**config.mk**
```make
export PLATFORM = sky130hd
export DESIGN_NAME = stc_framer_param_flat
export DESIGN_NICKNAME = d
export VERILOG_FILES = /design/src/rtl/stc_framer_param_if.sv /design/src/rtl/stc_framer_param.sv /design/src/flat_wrapper.sv
export SDC_FILE = /design/constraint.sdc
export NUM_CORES = 1
export LEC_CHECK = 0
export ABC_AREA = 1
export CAP_MARGIN = 20
export CORE_UTILIZATION = 45
export DETAILED_ROUTE_END_ITERATION = 7
export MAX_ROUTING_LAYER = met4
export PLACE_DENSITY = 0.62
export SYNTH_ARGS = -nofsm -noshare
export SYNTH_HDL_FRONTEND = slang
export SYNTH_SLANG_ARGS = --single-unit
export TNS_END_PERCENT = 100
```
**constraint.sdc**
```tcl
create_clock -name clk -period 5.45 [get_ports clk]
set_clock_uncertainty 0.15 [all_clocks]
set_input_delay 1.09 -clock clk [delete_from_list [all_inputs] [get_ports clk]]
set_output_delay 1.09 -clock clk [all_outputs]
set_load 0.01 [all_outputs]
```
**src/rtl/stc_framer_param_if.sv**
```systemverilog
// Framer data/status bundle; master = upstream driver side, slave = framer side.
interface stc_framer_param_if;
    logic        clkEn;
    logic        stcMode;
    logic        payloadBit;
    logic        payloadBitEn;
    logic        stcBit0;
    logic        stcBit1;
    logic        pilotActive;
    logic        frameStart;
    logic [15:0] frameCount;

    modport master (
        output clkEn, stcMode, payloadBit,
        input  payloadBitEn, stcBit0, stcBit1, pilotActive, frameStart, frameCount
    );

    modport slave (
        input  clkEn, stcMode, payloadBit,
        output payloadBitEn, stcBit0, stcBit1, pilotActive, frameStart, frameCount
    );
endinterface

```
**src/rtl/stc_framer_param.sv**
```systemverilog
// Alamouti STC framer: pilot + 4-bit-block payload frames, one registered symbol per clkEn edge.
// Upstream is pulled via payloadBitEn; nothing moves or samples while clkEn is low.
module stc_framer_param #(
    parameter int           PAYLOAD_BITS = 3200,
    parameter int           PILOT_BITS   = 128,
    parameter logic [127:0] PILOT0       = 128'ha88d_9ad4_dc40_4947_e292_023b_2b59_b115,
    parameter logic [127:0] PILOT1       = 128'he3c7_7761_f070_36be_7d6c_0e0f_86ee_e3c7,
    parameter int           CNT_W        = 12
) (
    input  logic              clk,
    input  logic              reset,
    stc_framer_param_if.slave bus
);
    localparam logic [CNT_W-1:0] PIL_LAST  = CNT_W'(PILOT_BITS - 1);
    localparam logic [CNT_W-1:0] PAY_LAST  = CNT_W'(PAYLOAD_BITS - 1);
    localparam logic [CNT_W-1:0] FETCH_ON  = CNT_W'(PILOT_BITS - 4);
    localparam logic [CNT_W-1:0] FETCH_OFF = CNT_W'(PAYLOAD_BITS - 4);

    typedef enum logic [1:0] {IDLE = 2'd0, PILOT = 2'd1, PAYLOAD = 2'd2} state_t;

    state_t           state_q, state_d;
    logic [CNT_W-1:0] cnt_q, cnt_d;
    logic             mode_q, mode_d;
    logic [2:0]       sr_q, sr_d;
    logic [3:0]       blk_q, blk_d;
    logic             en_q, en_d;
    logic             s0_q, s0_d, s1_q, s1_d;
    logic             pa_q, pa_d, fs_q, fs_d;
    logic [15:0]      fc_q, fc_d;

    logic [6:0]       pidx;
    logic [3:0]       cur_blk;
    logic             b0, b1, b2, b3;

    always_ff @(posedge clk) begin
        if (!reset) begin
            state_q <= IDLE;
            cnt_q   <= '0;
            mode_q  <= 1'b0;
            sr_q    <= '0;
            blk_q   <= '0;
            en_q    <= 1'b0;
            s0_q    <= 1'b0;
            s1_q    <= 1'b0;
            pa_q    <= 1'b0;
            fs_q    <= 1'b0;
            fc_q    <= '0;
        end else begin
            state_q <= state_d;
            cnt_q   <= cnt_d;
            mode_q  <= mode_d;
            sr_q    <= sr_d;
            blk_q   <= blk_d;
            en_q    <= en_d;
            s0_q    <= s0_d;
            s1_q    <= s1_d;
            pa_q    <= pa_d;
            fs_q    <= fs_d;
            fc_q    <= fc_d;
        end
    end

    always_comb begin
        state_d = state_q;
        cnt_d   = cnt_q;
        if (bus.clkEn) begin
            unique case (state_q)
                IDLE: begin
                    state_d = PILOT;
                    cnt_d   = '0;
                end
                PILOT: begin
                    if (cnt_q == PIL_LAST) begin
                        state_d = PAYLOAD;
                        cnt_d   = '0;
                    end else begin
                        cnt_d = cnt_q + 1'b1;
                    end
                end
                PAYLOAD: begin
                    if (cnt_q == PAY_LAST) begin
                        state_d = PILOT;
                        cnt_d   = '0;
                    end else begin
                        cnt_d = cnt_q + 1'b1;
                    end
                end
                default: begin
                    state_d = IDLE;
                    cnt_d   = '0;
                end
            endcase
        end
    end

    // At a block's first symbol the fourth bit is being sampled on this same edge,
    // so the block is assembled from the three held bits plus the live input.
    always_comb begin
        sr_d    = sr_q;
        blk_d   = blk_q;
        en_d    = en_q;
        mode_d  = mode_q;
        s0_d    = s0_q;
        s1_d    = s1_q;
        pa_d    = pa_q;
        fs_d    = fs_q;
        fc_d    = fc_q;
        pidx    = 7'd127 - 7'(cnt_d);
        cur_blk = (cnt_d[1:0] == 2'd0) ? {sr_q, bus.payloadBit} : blk_q;
        {b0, b1, b2, b3} = cur_blk;
        if (bus.clkEn) begin
            if (en_q) begin
                sr_d = {sr_q[1:0], bus.payloadBit};
            end
            en_d = ((state_d == PILOT) && (cnt_d >= FETCH_ON)) ||
                   ((state_d == PAYLOAD) && (cnt_d < FETCH_OFF));
            pa_d = 1'b0;
            fs_d = 1'b0;
            unique case (state_d)
                PILOT: begin
                    s0_d = PILOT0[pidx];
                    s1_d = PILOT1[pidx];
                    pa_d = 1'b1;
                    fs_d = (cnt_d == '0);
                    if (state_q != PILOT) begin
                        mode_d = bus.stcMode;
                        fc_d   = (state_q == IDLE) ? 16'd0 : fc_q + 16'd1;
                    end
                end
                PAYLOAD: begin
                    blk_d = cur_blk;
                    unique case (cnt_d[1:0])
                        2'd0: begin s0_d = b0; s1_d = mode_q ? b0 : b2; end
                        2'd1: begin s0_d = b1; s1_d = mode_q ? b1 : b3; end
                        2'd2: begin s0_d = mode_q ? b2 : ~b2; s1_d = mode_q ? b2 : b0; end
                        default: begin s0_d = b3; s1_d = mode_q ? b3 : ~b1; end
                    endcase
                end
                default: begin
                    s0_d = 1'b0;
                    s1_d = 1'b0;
                end
            endcase
        end
    end

    assign bus.payloadBitEn = en_q;
    assign bus.stcBit0      = s0_q;
    assign bus.stcBit1      = s1_q;
    assign bus.pilotActive  = pa_q;
    assign bus.frameStart   = fs_q;
    assign bus.frameCount   = fc_q;
endmodule

```
**src/flat_wrapper.sv**
```systemverilog
// flat-port wrapper written by rule: the top's interface ports become plain ports
module stc_framer_param_flat 
#(
    parameter int           PAYLOAD_BITS = 3200,
    parameter int           PILOT_BITS   = 128,
    parameter logic [127:0] PILOT0       = 128'ha88d_9ad4_dc40_4947_e292_023b_2b59_b115,
    parameter logic [127:0] PILOT1       = 128'he3c7_7761_f070_36be_7d6c_0e0f_86ee_e3c7,
    parameter int           CNT_W        = 12
)
  (clk, reset, bus_clkEn, bus_stcMode, bus_payloadBit, bus_payloadBitEn, bus_stcBit0, bus_stcBit1, bus_pilotActive, bus_frameStart, bus_frameCount);
  stc_framer_param_if bus_i ();
  input  logic clk;
  input  logic reset;
  input wire logic [$bits(bus_i.clkEn)-1:0] bus_clkEn;
  input wire logic [$bits(bus_i.stcMode)-1:0] bus_stcMode;
  input wire logic [$bits(bus_i.payloadBit)-1:0] bus_payloadBit;
  output wire logic [$bits(bus_i.payloadBitEn)-1:0] bus_payloadBitEn;
  output wire logic [$bits(bus_i.stcBit0)-1:0] bus_stcBit0;
  output wire logic [$bits(bus_i.stcBit1)-1:0] bus_stcBit1;
  output wire logic [$bits(bus_i.pilotActive)-1:0] bus_pilotActive;
  output wire logic [$bits(bus_i.frameStart)-1:0] bus_frameStart;
  output wire logic [$bits(bus_i.frameCount)-1:0] bus_frameCount;
  assign bus_i.clkEn = bus_clkEn;
  assign bus_i.stcMode = bus_stcMode;
  assign bus_i.payloadBit = bus_payloadBit;
  assign bus_payloadBitEn = bus_i.payloadBitEn;
  assign bus_stcBit0 = bus_i.stcBit0;
  assign bus_stcBit1 = bus_i.stcBit1;
  assign bus_pilotActive = bus_i.pilotActive;
  assign bus_frameStart = bus_i.frameStart;
  assign bus_frameCount = bus_i.frameCount;
  stc_framer_param #(.PAYLOAD_BITS(PAYLOAD_BITS), .PILOT_BITS(PILOT_BITS), .PILOT0(PILOT0), .PILOT1(PILOT1), .CNT_W(CNT_W)) u_core (.clk(clk), .reset(reset), .bus(bus_i));
endmodule
```
* Yosys cells after proc, flatten, opt, wreduce, memory -nomap -nowiden
Memory sizes are Yosys's and may differ from the RTL's.
Index checks and enable logic that the tools add are counted.
** Storage, ports and cells
- Input bits :: 5
- Output and inout port bits :: 21
- Memory bits (read-only) :: 256
- Register bits :: 43
- Memories kept :: 2
- Word-level logic and storage cells :: 62
** Operators by class
- Reductions and logical operators :: 9
- Magnitude comparators :: 3
- Add/subtract/negate cells :: 3
- Bitwise logic cells :: 2
- Multiplexer cells :: 23
- Equality and inequality tests :: 9
** Memories
- (no name shown) :: words 128, bits a word 1, rd ports 1, clocked after Yosys merged registers in 0, write ports 0, RTL line stc_framer_param.sv:122 : s1_d = PILOT1[pidx];
- (no name shown) :: words 128, bits a word 1, rd ports 1, clocked after Yosys merged registers in 0, write ports 0, RTL line stc_framer_param.sv:121 : s0_d = PILOT0[pidx];
** Operators with widths (count)
- $mux W12 :: 3
- $pmux W12 S2 :: 1
- $add A16 B1 Y16 const B :: 1
- $mux W16 :: 1
- $add A12 B1 Y12 const B :: 1
- $eq A12 B12 Y1 const B :: 1
- $eq A12 B7 Y1 const B :: 1
- $ge A12 B7 Y1 const B :: 1
- $logic_not A12 Y1 :: 1
- $lt A12 B12 Y1 const B :: 1
- $mux W1 :: 9
- $lt A7 B8 Y1 const B :: 1
- $sub A7 B7 Y7 const A :: 1
- $eq A2 B1 Y1 const B :: 3
- $eq A2 B2 Y1 const B :: 3
- $mux W2 :: 3
- $pmux W1 S3 :: 2
- $pmux W2 S3 :: 1
- $logic_not A2 Y1 :: 2
- $mux W4 :: 1
- $pmux W1 S2 :: 2
- $reduce_and A2 Y1 :: 2
- $reduce_and A3 Y1 :: 1
- $logic_and A1 B1 Y1 :: 2
- other kinds (3) :: 4

* Depth between registers and ports, before layout
- Depth in word-level cells :: 10
- Depth in mapped cells :: 23
- Gate-level depth less buffers :: 23

* Least setup slack after synthesis
No wires, ideal clock.
- Kind :: input to register
- From :: input port bus_clkEn
- To :: register u_core.fc_q[15], in the netlist u_core.bus.frameCount[15]
- Path slack :: 2.145 ns
- Path buffers :: 2
- Data arrival time :: 3.037 ns
- Stages :: 16
- Required time :: 5.182 ns
- Setup time :: 0.118 ns
- Cell sequence :: buf_4 clkbuf_1 nand3_1 nand2_1 ha_1 nand2_2 nor2_4 nand4_1 inv_2 nand4_1 nor2_1 nand4_1 nor2_1 nand4_1 o21ai_1 a21oi_1
** Between the ends
- Longest elaborated chain between the ends :: 3
** RTL lines
- from (decl) :: RTL line flat_wrapper.sv:14 : input wire logic [$bits(bus_i.clkEn)-1:0] bus_clkEn;
- $mux W2 :: RTL line stc_framer_param.sv:66 : if (bus.clkEn) begin
- named net u_core.state_d[0] :: RTL line stc_framer_param.sv:21 : state_t state_q, state_d;
- $eq A2 B1 Y1 :: RTL line stc_framer_param.sv:119 : unique case (state_d)
- $reduce_and A3 Y1 (no line)
- to (signal assigned) :: RTL line stc_framer_param.sv:47 : fc_q <= '0;
- to (signal assigned) :: RTL line stc_framer_param.sv:59 : fc_q <= fc_d;
- to (decl) :: RTL line stc_framer_param.sv:29 : logic [15:0] fc_q, fc_d;
The timed path passes the listed nets, and every way through them passes these cells.
A chain may end at the register's enable or synchronous reset.

* Worst setup path after layout
- From :: input port bus_clkEn
- To :: register u_core.s1_q, in the netlist u_core.bus.stcBit1
** Between the ends
- Longest elaborated chain between the ends :: 7
- Elaborated cells on any way between the ends :: 18
- Classes of those cells :: add/sub (1); eq/ne (4); mux (10); bitwise (1); reduce/logical (1); memory (1)
** RTL lines
- $mux W12 (*) :: RTL line stc_framer_param.sv:66
- named net u_core.cnt_d[0] :: RTL line stc_framer_param.sv:22 : logic [CNT_W-1:0] cnt_q, cnt_d;
- parallel branches: the longest is 5 deep, another holds $sub A7 B7 Y7
- $pmux W1 S2 (*) :: RTL line stc_framer_param.sv:119
- to (signal assigned) :: RTL line stc_framer_param.sv:44 : s1_q <= 1'b0;
- to (signal assigned) :: RTL line stc_framer_param.sv:56 : s1_q <= s1_d;
- to (decl) :: RTL line stc_framer_param.sv:27 : logic s0_q, s0_d, s1_q, s1_d;
Mark *: on every way through the listed nets, which the timed path passes. The select of a mux whose other input is x is not followed.

==> metrics.txt <==
# TYPE chip_impl_metric gauge
chip_impl_metric{name="post_cts.resized_instances",unit=""} 0
chip_impl_metric{name="yosys_register_bits",unit=""} 43
chip_impl_metric{name="design.final.nets",unit=""} 508
chip_impl_metric{name="grt.total_usage",unit="%"} 23.2
chip_impl_metric{name="hold_viol_final",unit=""} 0
chip_impl_metric{name="worst_ep_required_time",unit="ns"} 5.47
chip_impl_metric{name="clk_transition_reported_paths",unit="ns"} 0.08
chip_impl_metric{name="antenna_found_initial",unit=""} 0
chip_impl_metric{name="post_synth_instance_area",unit="um2"} 2980
chip_impl_metric{name="crit_fanout",unit=""} 14
chip_impl_info{name="worst_hold_path_type",value="flop to flop"} 1
chip_impl_metric{name="first_global_vias",unit=""} 2731
chip_impl_metric{name="i_o_pins",unit=""} 26
chip_impl_metric{name="setup_tns",unit="ns"} 0
chip_impl_metric{name="drt.antenna.violating_nets",unit=""} 0
chip_impl_metric{name="dieArea",unit="um2"} 6940
chip_impl_metric{name="max-vdd-ir-drop",unit="mV"} 0.130
chip_impl_info{name="layout.cells.most_common_list",value="nand2_1, inv_1, nor2_1, dfxtp_1, nand3_1"} 1
chip_impl_metric{name="synth.yosys.seq_area_share",unit="%"} 28.9
chip_impl_metric{name="n_antenna_cell",unit=""} 0
chip_impl_metric{name="fp.coreArea",unit="um2"} 6350
chip_impl_metric{name="gpl.final_weighted_congestion",unit=""} 0.899
chip_impl_metric{name="post_dp_cell_area",unit="um2"} 3270
chip_impl_metric{name="power_leakage",unit="nW"} 1.50
chip_impl_metric{name="layoutNonFillerInstCount",unit=""} 568
chip_impl_metric{name="synthesis.nets",unit=""} 485
chip_impl_metric{name="number_of_buffers_added_for_setup_after_cts",unit=""} 0
chip_impl_metric{name="pre_repair_dr_iteration_count",unit=""} 5
chip_impl_metric{name="design_area",unit="um2"} 3370
chip_impl_metric{name="detail_route.wirelength",unit="um"} 7600
chip_impl_metric{name="routed_vias",unit=""} 3017
chip_impl_metric{name="route.detailed.wl_per_inst",unit="um"} 13.4
chip_impl_metric{name="globalRouteOverflowTotal",unit=""} 0
chip_impl_info{name="run_status",value="complete, no violations"} 1
chip_impl_metric{name="final_period_minus_worst_setup_slack",unit="ns"} 4.15
chip_impl_metric{name="via_per_inst",unit=""} 5.31
chip_impl_metric{name="reg2reg_setup_slack",unit="ns"} 2.10
chip_impl_metric{name="detailedRoute.firstIterationViolations",unit=""} 233
chip_impl_metric{name="max_slew_margin",unit="%"} 58.7
chip_impl_metric{name="cts.hold.buffers_added",unit=""} 0
chip_impl_info{name="leading_cell_type_in_the_layout_fill_and_taps_excluded",value="nand2_1"} 1
chip_impl_metric{name="drt_drc_violations_left",unit=""} 0
chip_impl_metric{name="clkSinkCount",unit=""} 43
chip_impl_metric{name="final.period_utilization",unit="%"} 76.2
chip_impl_metric{name="ys_async_sr_fraction",unit="%"} 0
chip_impl_metric{name="synth_edf_count",unit=""} 0
chip_impl_info{name="cts_tree",value="built"} 1
chip_impl_metric{name="synth_cell_type_count",unit=""} 38
chip_impl_metric{name="clock.fmax",unit="MHz"} 241
chip_impl_metric{name="first_pass_grt_wire_length",unit="um"} 12800
chip_impl_info{name="grt_setup_unrepaired",value="false"} 1
chip_impl_metric{name="worst_skew_pair.late_latency",unit="ns"} 0.30
chip_impl_info{name="critPathCaptureType",value="flop"} 1
chip_impl_info{name="worst-setup-path-type",value="primary input to flop"} 1
chip_impl_metric{name="slew_viol_final",unit=""} 0
chip_impl_metric{name="drv_cap",unit=""} 0
chip_impl_metric{name="critPathArrivalTime",unit="ns"} 4.17
chip_impl_info{name="clockRootBuffer",value="clkbuf_8"} 1
chip_impl_metric{name="placed_wire_length_estimate",unit="um"} 5640
chip_impl_metric{name="timing_worst_slew_pin_value",unit="ns"} 0.616
chip_impl_metric{name="rows",unit=""} 29
chip_impl_metric{name="cts_max_level",unit=""} 2
chip_impl_metric{name="cts_max_path_buffers",unit=""} 2
chip_impl_metric{name="netlist_instances",unit=""} 468
chip_impl_metric{name="layout-drive-gt1-share",unit="%"} 8.96
chip_impl_metric{name="yosys_warnings",unit=""} 0
chip_impl_metric{name="final_setup_vio_count",unit=""} 0
chip_impl_metric{name="placedCellCount",unit=""} 561
chip_impl_metric{name="place.port_buffers",unit=""} 25
chip_impl_metric{name="synthToLayoutAreaGrowth",unit="%"} 13.4
chip_impl_metric{name="grt_max_degree",unit=""} 20
chip_impl_metric{name="mean_syn_cell_area",unit="um2"} 6.36
chip_impl_metric{name="tritoncts.num_buffers",unit=""} 5
chip_impl_info{name="critical_path.startpoint_type",value="primary input"} 1
chip_impl_metric{name="power_density",unit="nW/um2"} 187
chip_impl_info{name="synth-main-ff-cell",value="dfxtp_1"} 1
chip_impl_metric{name="floorplan.initialDensity",unit="%"} 46.9
chip_impl_metric{name="die_w",unit="um"} 83.3
chip_impl_metric{name="fp.dieH",unit="um"} 83.3
==> cells by family (layout without fill, tap and decap cells) <==
logic type	after synthesis	in the layout	synth area share, %
AND/OR/NAND/NOR	252	252	39.1
adder cells (fa/ha/maj)	12	12	5.05
buffers and inverters	76	99	10.3
XOR/XNOR	4	4	1.18
multiplexers	1	1	0.336
flip-flops	43	43	28.9
AO/OA/AOI/OAI	80	80	15.1
==> synth_stat cells, types with 2 or more instances <==
cell,count,share of area [%]
nor2_4,3,1.1
nand2_2,6,1.3
a21oi_1,28,4.7
ha_1,12,5.0
o21ai_0,32,5.4
o22ai_1,2,0.42
nand3_1,36,6.1
dfxtp_1,43,29
nor2_1,52,6.6
inv_1,56,7.1
nor2_2,4,0.84
nand2_4,6,2.3
o21a_1,3,0.76
clkbuf_1,5,0.63
o21ai_1,5,0.84
nor4_1,2,0.42
nor3_1,4,0.67
nand3_2,5,1.7
nand4_1,12,2.5
inv_2,9,1.1
buf_2,2,0.34
nand2_1,120,15
buf_4,2,0.50
xor2_1,4,1.2
a211oi_1,2,0.50
==> worst max-delay path, cell delays in order <==
cell	delay [ns]
clkdlybuf4s50_1	0.85
inv_2	0.24
nand2_1	0.22
nand2_4	0.14
inv_2	0.15
ha_1	0.38
o21ai_0	0.22
a211oi_1	0.29
nand2_1	0.09
a32o_1	0.26
nand2_1	0.06
nand2_1	0.05
nand2_1	0.06
a21oi_2	0.05
==> where the power goes <==
part	switching [mW]	internal, mW	total (mW)
clock network	0.111	0.135	0.246
logic	0.0404	0.0237	0.0641
registers	0.00392	0.318	0.322
total	0.156	0.476	0.632
==> per-layer routing <==
layer	vias to the layer above	wire, um	global-route usage (%)
li1	1567	-	-
met1	1329	3660	31.5
met2	104	3260	34.5
met3	17	487	4.37
met4	0	187	7.68
met5	-	0	-
==> flip-flops by register name, summed over array words and instances, names as in the netlist <==
name                     cells
u_core.blk_q                 4
u_core.bus.frameCount       16
u_core.bus.frameStart        1
u_core.bus.payloadBitEn      1
u_core.bus.pilotActive       1
u_core.bus.stcBit0           1
u_core.bus.stcBit1           1
u_core.cnt_q                12
u_core.mode_q                1
u_core.sr_q                  3
u_core.state_q               2
==> through the flow <==
step	setup WS [ns]	util, %	hold slack (ns)	power [mW]
final	1.30	53.1	0.321	0.632
after detailed placement	1.01	51.5	0.307	0.393
after global routing	0.960	53.1	0.356	0.663
after global placement	1.07	51.5	0.301	0.393
after floorplan	2.14	-	0.281	0.373
after CTS	1.32	53.1	0.320	0.641
==> final timing paths <==
check	from	endpoint	depth (start not counted)
worst max-delay path	bus_clkEn	u_core.bus.stcBit1$_SDFFE_PN0P_	14
worst min-delay path	u_core.blk_q[2]$_SDFFE_PN0P_	u_core.blk_q[2]$_SDFFE_PN0P_	2
worst max register to register	u_core.cnt_q[0]$_SDFF_PN0_	u_core.bus.frameCount[15]$_SDFFE_PN0P_	21
worst min register to register	u_core.blk_q[2]$_SDFFE_PN0P_	u_core.blk_q[2]$_SDFFE_PN0P_	2
==> area by class of cell <==
class | count | area, um2
clock buffers | 6 | 72.6
clock inverters | 1 | 30.0
fillers | 646 | 2980
inverters | 66 | 248
multi-input cells | 349 | 1810
flip-flops and latches | 43 | 861
well taps | 77 | 96.3
repair buffers | 26 | 258
(Power assumes the default switching activity.)
